File: src/rtl/fifo_sync_lvl.sv
// fifo_sync_lvl: single-clock FIFO with occupancy count, almost-full/almost-empty
// watermarks and a registered or FWFT read port; FIFO_ERR_FLAGS_EN adds sticky error flags.
module fifo_sync_lvl #(
  parameter int WIDTH    = 8,
  parameter int DEPTH    = 16,
  parameter int AF_LEVEL = DEPTH - 2,
  parameter int AE_LEVEL = 2,
  parameter int FWFT     = 0
) (
  input  logic                   clk,
  input  logic                   rst_n,
  input  logic                   WE,
  input  logic                   RE,
  input  logic [WIDTH-1:0]       din,
  output logic [WIDTH-1:0]       dout,
  output logic                   full,
  output logic                   empty,
  output logic                   almost_full,
  output logic                   almost_empty,
  output logic [$clog2(DEPTH):0] count
`ifdef FIFO_ERR_FLAGS_EN
  ,
  output logic                   overflow,
  output logic                   underflow,
  input  logic                   clr_err
`endif
);

  localparam int ADDR = $clog2(DEPTH);
  localparam int CW   = ADDR + 1;
  localparam logic [CW-1:0] DEPTH_C = CW'(DEPTH);
  localparam logic [CW-1:0] AF_C    = CW'(AF_LEVEL);
  localparam logic [CW-1:0] AE_C    = CW'(AE_LEVEL);
  localparam logic [CW-1:0] PTR_ONE = {{ADDR{1'b0}}, 1'b1};

  if ((DEPTH < 2) || ((DEPTH & (DEPTH - 1)) != 0)) begin : g_bad_depth
    $error("fifo_sync_lvl: DEPTH must be a power of two >= 2");
  end
  if ((AF_LEVEL < 1) || (AF_LEVEL > DEPTH)) begin : g_bad_af
    $error("fifo_sync_lvl: AF_LEVEL must be in 1..DEPTH");
  end
  if ((AE_LEVEL < 0) || (AE_LEVEL > DEPTH - 1)) begin : g_bad_ae
    $error("fifo_sync_lvl: AE_LEVEL must be in 0..DEPTH-1");
  end

  logic [WIDTH-1:0] mem_r [DEPTH];
  logic [CW-1:0]    wr_ptr_r;
  logic [CW-1:0]    rd_ptr_r;
  logic [CW-1:0]    count_s;
  logic             full_s;
  logic             empty_s;
  logic             wr_acc_s;
  logic             rd_acc_s;
  logic [WIDTH-1:0] head_s;

  // Extra pointer MSB distinguishes full from empty, so occupancy is the plain difference.
  assign count_s      = wr_ptr_r - rd_ptr_r;
  assign full_s       = (count_s == DEPTH_C);
  assign empty_s      = (count_s == {CW{1'b0}});
  assign wr_acc_s     = WE && !full_s;
  assign rd_acc_s     = RE && !empty_s;
  assign head_s       = mem_r[rd_ptr_r[ADDR-1:0]];

  assign count        = count_s;
  assign full         = full_s;
  assign empty        = empty_s;
  assign almost_full  = (count_s >= AF_C);
  assign almost_empty = (count_s <= AE_C);

  // Storage array; contents survive reset by design.
  always_ff @(posedge clk) begin
    if (wr_acc_s) begin
      mem_r[wr_ptr_r[ADDR-1:0]] <= din;
    end
  end

  // Read and write pointers.
  always_ff @(posedge clk or negedge rst_n) begin
    if (!rst_n) begin
      wr_ptr_r <= {CW{1'b0}};
      rd_ptr_r <= {CW{1'b0}};
    end else begin
      if (wr_acc_s) begin
        wr_ptr_r <= wr_ptr_r + PTR_ONE;
      end
      if (rd_acc_s) begin
        rd_ptr_r <= rd_ptr_r + PTR_ONE;
      end
    end
  end

  if (FWFT != 0) begin : g_fwft
    // Head word shown directly; forced to zero while nothing is stored.
    always_comb begin
      dout = {WIDTH{1'b0}};
      if (empty_s) begin
        dout = {WIDTH{1'b0}};
      end else begin
        dout = head_s;
      end
    end
  end else begin : g_reg
    logic [WIDTH-1:0] dout_r;
    // Registered read port, loads only on an accepted read.
    always_ff @(posedge clk or negedge rst_n) begin
      if (!rst_n) begin
        dout_r <= {WIDTH{1'b0}};
      end else if (rd_acc_s) begin
        dout_r <= head_s;
      end else begin
        dout_r <= dout_r;
      end
    end
    assign dout = dout_r;
  end

`ifdef FIFO_ERR_FLAGS_EN
  logic overflow_r;
  logic underflow_r;

  // Sticky error flags; a new event wins over a coincident clear.
  always_ff @(posedge clk or negedge rst_n) begin
    if (!rst_n) begin
      overflow_r  <= 1'b0;
      underflow_r <= 1'b0;
    end else begin
      if (WE && full_s) begin
        overflow_r <= 1'b1;
      end else if (clr_err) begin
        overflow_r <= 1'b0;
      end else begin
        overflow_r <= overflow_r;
      end
      if (RE && empty_s) begin
        underflow_r <= 1'b1;
      end else if (clr_err) begin
        underflow_r <= 1'b0;
      end else begin
        underflow_r <= underflow_r;
      end
    end
  end

  assign overflow  = overflow_r;
  assign underflow = underflow_r;
`endif

endmodule

File: config.mk
export PLATFORM = sky130hd
export DESIGN_NAME = fifo_sync_lvl
export DESIGN_NICKNAME = d
export VERILOG_FILES = /design/src/rtl/fifo_sync_lvl.sv
export SDC_FILE = /design/constraint.sdc
export NUM_CORES = 1
export LEC_CHECK = 0
export BUFFER_PORTS_ARGS = -buffer_cell sky130_fd_sc_hd__buf_2
export CAP_MARGIN = 10
export CORE_ASPECT_RATIO = 0.5
export CORE_UTILIZATION = 60
export CTS_CLUSTER_DIAMETER = 80
export DETAILED_ROUTE_END_ITERATION = 16
export GPL_TIMING_DRIVEN = 0
export PLACE_DENSITY = 0.85
export SKIP_CTS_REPAIR_TIMING = 1
export SYNTH_ARGS = -nofsm -noshare
export SYNTH_HDL_FRONTEND = slang
export SYNTH_SLANG_ARGS = --single-unit
export TNS_END_PERCENT = 20
File: constraint.sdc
create_clock -name clk -period 5.8 [get_ports clk]
set_input_delay 0.29 -clock clk [delete_from_list [all_inputs] [get_ports clk]]
set_output_delay 0.29 -clock clk [all_outputs]
set_load 0.02 [all_outputs]
### Word level (Yosys, flattened, before mapping)

Memories as Yosys holds them, arrays and structs flattened. A register that Yosys moved wholly into a read port is not among the register bits.
Cells that the tools add are included.

* bits in writable memories: 128
* input bits: 12
* logic and storage cells: 17
* memories kept: 1
* register bits: 10

* multiplexer cells: 2
* $add $sub $neg: 3
* equal/unequal tests: 1
* $lt $le $gt $ge: 2
* reductions and logical operators: 6

Memories
* mem_r: words 16, width 8, rd ports 1, clocked after Yosys merged registers in 1, wr ports 1, line 46 `logic [WIDTH-1:0] mem_r [DEPTH];`

Operator list (number)
* $add A5 B1 Y5 const B: 2
* $eq A5 B5 Y1 const B: 1
* $ge A5 B4 Y1 const B: 1
* $le A5 B2 Y1 const B: 1
* $logic_not A5 Y1: 1
* $sub A5 B5 Y5: 1
* $logic_not A1 Y1: 3
* $logic_and A1 B1 Y1: 2
* $mux W1: 2

### Logic depth before layout (Yosys ltp)

* depth after elaboration: 6
* gate-level depth with buffers: 10
* depth with buffers taken out: 10

### Least setup slack after synthesis

Ideal clock, no wire load.

* path kind: register to output
* start: register rd_ptr_r[1]
* end: output almost_empty
* data arrival time: 3.133 ns
* setup slack: 2.377 ns
* path buffers: 1
* data required time: 5.510 ns
* cell stages (with the launch flop): 9
* path through: dfrtp_1 -> clkbuf_1 -> inv_1 -> fa_1 -> a21o_1 -> a21oi_2 -> xor2_2 -> inv_2 -> a2111oi_0

* cells in the longest elaborated chain, start to end: 2

Ends and longest elaborated chain
* start: declaration: line 48 `logic [CW-1:0] rd_ptr_r;`
* start signal: assignment: line 81 `rd_ptr_r <= {CW{1'b0}};`
* start signal: assignment: line 87 `rd_ptr_r <= rd_ptr_r + PTR_ONE;`
* $sub A5 B5 Y5: line 57 `assign count_s = wr_ptr_r - rd_ptr_r;`
* net count[4]: line 20 `output logic [$clog2(DEPTH):0] count`
* $le A5 B2 Y1: line 68 `assign almost_empty = (count_s <= AE_C);`
* end: declaration: line 19 `output logic almost_empty,`

The timed path passes the listed nets, and every way through them passes these cells.

### Worst setup path after layout

* start: register rd_ptr_r[1]
* end: memory mem_r[7][7] (enable)

* cells in the longest elaborated chain, start to end: 6

Ends and longest elaborated chain
* $sub A5 B5 Y5: line 57
* $eq A5 B5 Y1: line 58 `assign full_s = (count_s == DEPTH_C);`
* $logic_not A1 Y1: line 60 `assign wr_acc_s = WE && !full_s;`
* $logic_and A1 B1 Y1: line 60
* $mux W1: line 72 `if (wr_acc_s) begin`
* $mux W1 (not written as such): line 73 `mem_r[wr_ptr_r[ADDR-1:0]] <= din;`
* end: declaration: line 46

No other way between the ends.

==> impl_metrics.py <==
metrics = {
    "run_status": {
        "outcome": "complete, no violations",
    },
    "critical_path": {
        "cp.required_ns": 5.84,
        "crit_type": "flip-flop to flip-flop",
        "worst-path-max-fanout": 10,
        "r2r_end": "mem_r[7][7]",
        "rrSetupSlack_ns": 1.86,
        "cp-end-kind": "flip-flop",
        "cp-start-kind": "flip-flop",
        "reg2reg_from": "rd_ptr_r[1]",
        "r2r_cells": 8,
        "crit_arrival_ns": 3.98,
    },
    "sta": {
        "slew_viol_final": 0,
        "hold_violations": 0,
        "holdWs_ns": 0.2688,
        "fmax_ghz": 0.2535,
        "setup_viol": 0,
        "final.setup_skew_ns": 0.008480,
        "max_slew_margin": 0.3920,
        "rsz0062_at_grt": "false",
        "min_period_over_period": 0.6800,
        "worst_pin_slew_ns": 0.9102,
        "setup_ws_ns": 1.856,
        "fin_crit_ns": 3.944,
        "tns_ns": 0,
    },
    "floorplanning": {
        "die_y_um": 72.06,
        "die_area_sq_um": 10240,
        "core_area_sq_um": 9478,
        "rows": 25,
        "dieWidth_um": 142.1,
        "start_util": 0.6214,
        "ioPinCount": 29,
    },
    "route": {
        "drc": 0,
        "routed_wl_um": 12760,
        "vias": 3185,
        "viasPerCell": 6.408,
        "drt-initial-drc-count": 336,
        "wl_per_cell_um": 25.67,
        "drtAntennaViolNets": 0,
        "detail_route.first_pass.iterations": 5,
    },
    "clocking": {
        "cts_max_path_buffers": 2,
        "clk_pin_slew_ns": 0.06,
        "htree_levels": 4,
        "cts_tree": "done",
        "cts_buffers": 17,
        "cts_sinks": 146,
        "clkLatencyLatePin_ns": 0.42,
        "clock-root-buffer": "clkbuf_16",
    },
    "yosys": {
        "synth_nets": 322,
        "synth-seq-cells": 146,
        "synth-seq-area-share": 0.7291,
        "synth_top_cells_by_count": "edfxtp_1 (128), mux4_2 (32), dfrtp_1 (18)",
        "synth_edf_count": 128,
        "netlist.area_leader.share": 0.6526,
        "synthDistinctLibCells": 34,
        "netlist_area_sq_um": 5889,
        "yosysMostFrequentCell": "edfxtp_1",
        "synthCells": 300,
        "synthArstFlopShare": 0.1233,
        "yosysWarnings": 0,
        "yosysTopAreaCell": "edfxtp_1",
        "syn_avg_cell_area_sq_um": 19.63,
        "netlist_top_cells_area": "edfxtp_1 (65%), mux4_2 (12%), dfrtp_1 (7.6%)",
        "ys.flop_type": "edfxtp_1",
    },
    "hold_path": {
        "worstHoldStart": "din[6]",
        "hold_path_class": "input port to flip-flop",
        "hold_path_end": "mem_r[13][6]",
        "whs_path_depth": 1,
    },
    "power": {
        "switching_share": 0.3575,
        "p_sw_w": 0.001469,
        "ir_worst_vdd_mv": 0.3381,
        "combPwrFrac": 0.381,
        "leakage_nw": 2.373,
        "p_seq_frac": 0.340,
        "pwr_density_cell_nw_per_um2": 600.4,
        "p_clk_frac": 0.279,
        "internal_power_w": 0.002640,
    },
    "final_layout": {
        "syn2layout_area_growth_pct": 16.19,
        "final_core_util": 0.7220,
        "n_antenna_cell": 0,
        "nets": 371,
        "design_area_sq_um": 6843,
        "drive_above_1_share": 0.3094,
    },
    "place": {
        "dp_hpwl_um": 7870,
        "placed_cell_area_sq_um": 6206,
        "gp_congestion": 0.8792,
        "port_buffers": 28,
        "pre_cts_slack_ns": 1.980,
    },
    "global_routing": {
        "grt_pass1_wl_um": 19470,
        "grt_max_degree": 19,
        "grt-ovfl-total": 0,
        "grt_pass1_vias": 3292,
        "grt_util_all_layers": 0.2810,
        "antenna_found_initial": 0,
    },
    "flow_run": {
        "cap_violations": 0,
    },
}
==> registers in the layout, summed over array words and instances, names as in the netlist <==
signal	cells
mem_r	128
dout	8
rd_ptr_r	5
wr_ptr_r	5
==> worst max-delay path: stages, from the launching register on <==
cell      delay [ns]
dfrtp_1         0.38
clkbuf_1        0.57
inv_1           0.21
fa_1            0.48
xor2_1          0.34
nor4_1          0.13
mux2i_4         0.36
o211ai_1        0.30
nor2b_1         0.79
==> layer usage <==
metal / track usage / vias up / wire [um]
met5: 0 / - / 0
met4: 0.1410 / 0 / 370
met3: 0.08845 / 34 / 1254
met2: 0.4210 / 196 / 5925
met1: 0.3820 / 1640 / 5209
li1: - / 1315 / -
==> through the flow <==
stage          total power (W)  instances
2_1_floorplan         0.002470        300
3_3_place_gp          0.002827        463
3_5_place_dp          0.002922        464
4_1_cts               0.004083        496
5_1_grt               0.004257        497
6_report              0.004109        497
==> power groups by stage <==
stage / Sequential, W / Clock (W) / Combinational [W]
6_report: 0.00140 / 0.00115 / 0.00156
5_1_grt: 0.00141 / 0.00120 / 0.00165
4_1_cts: 0.00139 / 0.00115 / 0.00154
3_5_place_dp: 0.00141 / 0 / 0.00151
3_3_place_gp: 0.00140 / 0 / 0.00143
2_1_floorplan: 0.00142 / 0 / 0.00105
==> final cells by class <==
type / instances / area, sq um
buffer: 9 / 40.04
tap: 135 / 168.9
sequential: 146 / 4294
inverter: 9 / 33.78
clock buffer: 19 / 442.9
multi-input combinational: 136 / 1521
clock inverter: 13 / 183.9
timing repair buffer: 30 / 157.7
fill: 535 / 2635
==> worst max-delay path by stage <==
| stage | from | to | slack [ns] | depth (start not counted) |
|---|---|---|---|---|
| 5_1_grt | rd_ptr_r[1] | mem_r[7][7] | 1.70 | 8 |
| 3_3_place_gp | rd_ptr_r[1] | mem_r[3][4] | 1.82 | 8 |
| 3_5_place_dp | rd_ptr_r[1] | mem_r[7][2] | 1.98 | 8 |
| 6_report | rd_ptr_r[1] | mem_r[7][7] | 1.86 | 8 |
| 2_1_floorplan | rd_ptr_r[1] | almost_empty | 2.38 | 8 |
| 4_1_cts | rd_ptr_r[1] | mem_r[7][7] | 1.92 | 8 |
==> cell usage in the layout, fill, tap and decap left out, types with 2 or more instances in the layout <==
master / netlist / final
and3_1: 12 / 12
buf_2: 5 / 33
bufinv_16: 0 / 4
clkbuf_1: 4 / 5
clkbuf_16: 0 / 17
clkinvlp_4: 0 / 5
dfrtp_1: 18 / 18
edfxtp_1: 128 / 128
ha_1: 9 / 9
inv_1: 8 / 8
mux2_2: 10 / 10
mux4_2: 32 / 32
nand2_1: 7 / 7
nor2_1: 12 / 12
nor2b_1: 4 / 4
nor3_1: 2 / 2
nor4_1: 2 / 2
o211ai_1: 2 / 2
o21ai_0: 3 / 3
o22ai_1: 16 / 16
xnor2_1: 9 / 9
xor2_1: 2 / 2
==> cells by family after synthesis <==
group,synth area share
compound gates,0.03463
mux,0.1453
buf+inv,0.01253
flops,0.7291
fa+ha+maj,0.02252
simple gates,0.03675
xor+xnor,0.01912
(Power assumes the default switching activity.)
